==> config.mk <==
export PLATFORM = sky130hd
export DESIGN_NAME = nibble_add_seq
export DESIGN_NICKNAME = d
export VERILOG_FILES = /design/src/rtl/nibble_add_seq.sv
export SDC_FILE = /design/constraint.sdc
export NUM_CORES = 1
export LEC_CHECK = 0
export BUFFER_PORTS_ARGS = -buffer_cell sky130_fd_sc_hd__buf_4
export CORE_MARGIN = 5
export CORE_UTILIZATION = 59
export CTS_CLUSTER_DIAMETER = 120
export DETAILED_ROUTE_END_ITERATION = 6
export GPL_ROUTABILITY_DRIVEN = 0
export HOLD_SLACK_MARGIN = 0.1
export PLACE_DENSITY_LB_ADDON = 0.3
export SLEW_MARGIN = 20
export SYNTH_ARGS = -nofsm -noshare
export SYNTH_HDL_FRONTEND = slang
export SYNTH_HIERARCHICAL = 1
export SYNTH_SLANG_ARGS = --single-unit
==> constraint.sdc <==
create_clock -name clk -period 6.79 [get_ports clk]
set_input_delay 0.3395 -clock clk [delete_from_list [all_inputs] [get_ports clk]]
set_output_delay 0.3395 -clock clk [all_outputs]
set_load 0.01 [all_outputs]
==> src/rtl/nibble_add_seq.sv <==
// nibble_add_seq: WIDTH-bit adder built from one shared 4-bit ripple adder.
// One nibble is added per clock, least-significant nibble first, with the
// carry chained between passes through the cy register. A start/done
// handshake frames each operation; busy covers the nibble passes.

// add4bit: combinational 4-bit ripple-carry adder used as the shared datapath.
module add4bit (
    input  logic [3:0] a,
    input  logic [3:0] b,
    input  logic       ci,
    output logic [3:0] s,
    output logic       co
);

    logic [4:0] c;

    // Ripple the carry through four full-adder bit slices.
    always_comb begin
        c    = '0;
        s    = '0;
        c[0] = ci;
        for (int i = 0; i < 4; i++) begin
            s[i]     = a[i] ^ b[i] ^ c[i];
            c[i + 1] = (a[i] & b[i]) | (c[i] & (a[i] ^ b[i]));
        end
        co = c[4];
    end

endmodule

module nibble_add_seq #(
    parameter int WIDTH   = 16,
    parameter int NIBBLES = WIDTH / 4
) (
    input  logic             clk,
    input  logic             rst,
    input  logic             start,
    input  logic [WIDTH-1:0] a,
    input  logic [WIDTH-1:0] b,
    input  logic             c_in,
    output logic             busy,
    output logic             done,
    output logic [WIDTH-1:0] sum,
    output logic             c_out
);

    // idx needs at least one bit even when there is only a single nibble.
    localparam int IDX_W = (NIBBLES > 1) ? $clog2(NIBBLES) : 1;
    localparam logic [IDX_W-1:0] LAST_IDX = IDX_W'(NIBBLES - 1);

    typedef enum logic [1:0] {
        IDLE = 2'd0,
        RUN  = 2'd1,
        DONE = 2'd2
    } state_t;

    state_t           state;
    state_t           state_nxt;

    logic [WIDTH-1:0] a_q;
    logic [WIDTH-1:0] b_q;
    logic [WIDTH-1:0] acc;
    logic [WIDTH-1:0] acc_nxt;
    logic             cy;
    logic [IDX_W-1:0] idx;

    logic [3:0]       a_nib;
    logic [3:0]       b_nib;
    logic [3:0]       add_s;
    logic             add_co;

    logic             accept;
    logic             last_pass;

    // A request is only taken when no operation is in flight; start in RUN is dropped.
    assign accept    = start && ((state == IDLE) || (state == DONE));
    assign last_pass = (state == RUN) && (idx == LAST_IDX);

    // Status outputs decode straight from the state register.
    assign busy = (state == RUN);
    assign done = (state == DONE);

    // State register; reset abandons any operation in flight.
    always_ff @(posedge clk) begin
        if (rst) begin
            state <= IDLE;
        end else begin
            state <= state_nxt;
        end
    end

    // Next-state logic: IDLE waits, RUN walks the nibbles, DONE lasts one cycle.
    always_comb begin
        state_nxt = state;
        case (state)
            IDLE: begin
                if (start) begin
                    state_nxt = RUN;
                end
            end
            RUN: begin
                if (idx == LAST_IDX) begin
                    state_nxt = DONE;
                end
            end
            DONE: begin
                if (start) begin
                    state_nxt = RUN;
                end else begin
                    state_nxt = IDLE;
                end
            end
            default: begin
                state_nxt = IDLE;
            end
        endcase
    end

    // Pick the operand nibbles selected by idx to feed the shared adder.
    always_comb begin
        a_nib = '0;
        b_nib = '0;
        for (int n = 0; n < NIBBLES; n++) begin
            if (idx == IDX_W'(n)) begin
                a_nib = a_q[4*n +: 4];
                b_nib = b_q[4*n +: 4];
            end
        end
    end

    add4bit u_add4bit (
        .a  (a_nib),
        .b  (b_nib),
        .ci (cy),
        .s  (add_s),
        .co (add_co)
    );

    // Merge the current adder nibble into the partial result so the final
    // pass can copy the complete sum into the output register on the same edge.
    always_comb begin
        acc_nxt = acc;
        for (int n = 0; n < NIBBLES; n++) begin
            if (idx == IDX_W'(n)) begin
                acc_nxt[4*n +: 4] = add_s;
            end
        end
    end

    // Datapath registers: latch operands on accept, accumulate one nibble per
    // RUN cycle, and publish sum/c_out only on the edge into DONE.
    always_ff @(posedge clk) begin
        if (rst) begin
            a_q   <= '0;
            b_q   <= '0;
            acc   <= '0;
            cy    <= 1'b0;
            idx   <= '0;
            sum   <= '0;
            c_out <= 1'b0;
        end else begin
            if (accept) begin
                a_q <= a;
                b_q <= b;
                cy  <= c_in;
                idx <= '0;
            end else if (state == RUN) begin
                acc <= acc_nxt;
                cy  <= add_co;
                if (!last_pass) begin
                    idx <= idx + IDX_W'(1);
                end
            end
            if (last_pass) begin
                sum   <= acc_nxt;
                c_out <= add_co;
            end
        end
    end

endmodule

==> flow_metrics.py <==
metrics = {
    "timing": {
        "fin_setup_tns_ns": 0,
        "finalCritPeriodShare_pct": 57.7,
        "hold_ws_ns": 0.242,
        "rsz0062_at_grt": "false",
        "hold_violations": 0,
        "final.setup.worst_slack_ns": 2.87,
        "slew_headroom_pct": 39.8,
        "fmax_ghz": 0.255,
        "setup_viol": 0,
        "tightest_slew_ns": 0.903,
        "report.final.slew_viol_count": 0,
        "fin_skew_ns": 0.00611,
        "fin_crit_ns": 3.92,
    },
    "synthesis": {
        "syn_area_um2": 2970,
        "ys_types": 31,
        "synth_fp_nets": 374,
        "synthCells": 330,
        "seq_area_frac_synth_pct": 44.5,
        "yosys_warnings": 6,
        "synth-seq-cells": 66,
        "avgSynthCellArea_um2": 8.99,
    },
    "global_route": {
        "grt_pass1_wl_um": 11100,
        "grt_pass1_vias": 2378,
        "grt_overflow": 0,
        "antenna_found_initial": 0,
        "grt_max_degree": 51,
        "grt_use_total_pct": 22.1,
    },
    "placed_design": {
        "dp_slack_ns": 2.93,
        "numPortBuffers": 54,
        "hpwlAfterDp_um": 4540,
    },
    "detailed_routing": {
        "num_vias": 2427,
        "ant_nets": 0,
        "routed_wl_um": 6550,
        "drtPass1Iterations": 4,
        "viasPerCell": 5.55,
        "drcViolationCount": 0,
        "routedWlPerCell_um": 15.0,
        "first_iter_violations": 236,
    },
    "clock_network": {
        "ctsHoldBuffers": 0,
        "cts_buffer_depth": 2,
        "htree_levels": 3,
        "cts_tree": "built",
        "cts_root_buf": "clkbuf_8",
        "cts_sinks": 66,
        "cts_setup_buffers": 0,
        "cts-resized-gates": 0,
        "cts.clk_slew.worst_paths_ns": 0.07,
        "clk_latency_ns": 0.34,
        "cts_made_buffers": 9,
    },
    "hold_path": {
        "hp-class": "primary input to register",
    },
    "layout": {
        "area_growth_pct": 17.5,
        "layout-drive-gt1-share_pct": 23.8,
        "nets": 409,
        "multi_input_area_um2": 1420,
        "fin_util_pct": 72.4,
        "n_fill_cell": 403,
        "final-seq-area_um2": 1320,
        "diodes": 0,
    },
    "critical_path": {
        "cp.arrival_ns": 4.19,
        "crit_path_end_kind": "register",
        "cp.required_ns": 7.06,
        "start_kind": "register",
        "worstPathMaxFanout": 18,
        "critPathKind": "register to register",
    },
    "die": {
        "die_w_um": 80.9,
        "die-area_um2": 6550,
        "die_h_um": 80.9,
        "io-pin-count": 55,
        "rows": 25,
        "core_um2": 4820,
        "initial_core_util_pct": 61.6,
    },
    "outcome": {
        "outcome": "complete, no violations",
    },
    "power": {
        "cellLeakagePower_nw": 1.40,
        "ir_worst_vdd_uv": 180,
        "p_per_area_nw_per_um2": 244,
    },
    "flow_run": {
        "maxCapViolCount": 0,
    },
}
-- cell usage after synthesis --
cell type  count  area, µm²
buf_6          4       45.0
buf_4          4       30.0
nor2b_4        1       13.8
nand2b_1       1       6.26
mux2i_1       14        140
inv_1         12       45.0
nand3_1       12       60.1
a22o_1         5       43.8
a21oi_1       44        220
xnor2_1        1       8.76
a221oi_1       8       70.1
buf_2         17       85.1
fa_1           4       80.1
a211oi_2       1       12.5
ha_1           4       50.1
inv_4          1       6.26
nand3b_1       3       22.5
o2bb2ai_2     10        150
o2bb2ai_1      2       17.5
o31ai_1        8       60.1
clkbuf_4       1       7.51
a21oi_4        1       16.3
nor2b_1       10       62.6
nor3b_2        1       12.5
nor2_1         3       11.3
nand2_1       84        315
nor3_1         2       10.0
clkbuf_1       4       15.0
nand3b_4       1       20.0
dfxtp_1       66       1320
and2b_1        1       7.51
-- metrics by stage --
stage | cells | power, mW | instance area (µm²)
floorplan | 330 | 0.499 | 2970
global placement | 421 | 0.524 | 3280
detailed placement | 421 | 0.529 | 3280
CTS | 437 | 0.858 | 3480
global route | 437 | 0.891 | 3490
finish | 437 | 0.852 | 3490
-- registers in the layout (all words and copies together) (netlist names) --
name	count
b_q	16
sum	16
c_out	1
cy	1
state	2
a_q	16
idx	2
acc	12
-- where the power goes --
part	switching (mW)	leakage [nW]	internal, mW
logic	0.0652	0.761	0.0431
registers	0.0106	0.538	0.403
clock network	0.144	0.105	0.187
total	0.219	1.40	0.633
-- metal layers --
layer  track usage [%]  up-vias  part of all wire [%]
li1                  -     1189                     -
met1              29.3     1161                    45
met2              34.4       68                    48
met3              5.76        9                   6.0
met4              8.95        0                   1.2
met5                 0        -                     0
-- cells in the final DEF, fill, tap and decap left out, types with 2 or more instances in the layout --
cell	instances
o31ai_1	8
a22o_1	5
nor3_1	2
nand3b_1	3
ha_1	4
a221oi_1	8
clkbuf_8	11
fa_1	4
nor2_1	3
inv_1	12
a21oi_1	44
nand2_1	84
o2bb2ai_2	10
nand3_1	12
clkinv_2	3
nor2b_1	9
buf_4	54
dfxtp_1	66
nor2b_4	2
mux2i_1	14
o2bb2ai_1	2
-- path summary, 6_finish.rpt --
kind	from	endpoint	slack [ns]	depth (start not counted)
max reg2reg	idx[0]$_SDFFE_PP0P_	sum[11]$_SDFFE_PP0P_	2.87	14
max	idx[0]$_SDFFE_PP0P_	sum[11]$_SDFFE_PP0P_	2.87	14
min reg2reg	acc[5]$_SDFFE_PP0P_	acc[5]$_SDFFE_PP0P_	0.46	2
min	b[2]	b_q[2]$_SDFFE_PP0P_	0.24	3
-- worst max-delay path, cell delays in order, from the launching register on --
cell	delay, ns
dfxtp_1	0.40
ha_1	0.64
nor2b_1	0.30
a221oi_1	0.33
o31ai_1	0.15
fa_1	0.44
inv_1	0.08
fa_1	0.16
inv_1	0.05
fa_1	0.35
inv_1	0.07
fa_1	0.40
inv_1	0.19
mux2i_1	0.13
o2bb2ai_2	0.16
-- kinds of logic (layout without fill, tap and decap cells) --
kind of cell	after synthesis	count (layout)	synth area share, %
flip-flops	66	66	44.5
multiplexers	14	14	4.72
XOR/XNOR	1	1	0.295
adder cells (fa/ha/maj)	8	8	4.39
AND/OR/NAND/NOR	119	119	18.3
buffers and inverters	43	83	7.89
AO/OA/AOI/OAI	79	79	19.9
-- final cells by class --
| type | instances | share of cell area, % |
|---|---|---|
| well taps | 67 | 2.40 |
| repair buffers | 54 | 11.6 |
| clock buffers | 11 | 4.34 |
| inverters | 13 | 1.47 |
| flip-flops and latches | 66 | 37.9 |
| multi-input cells | 221 | 40.8 |
| clock inverters | 5 | 1.51 |
No activity file was read; power rests on OpenSTA's default activity.
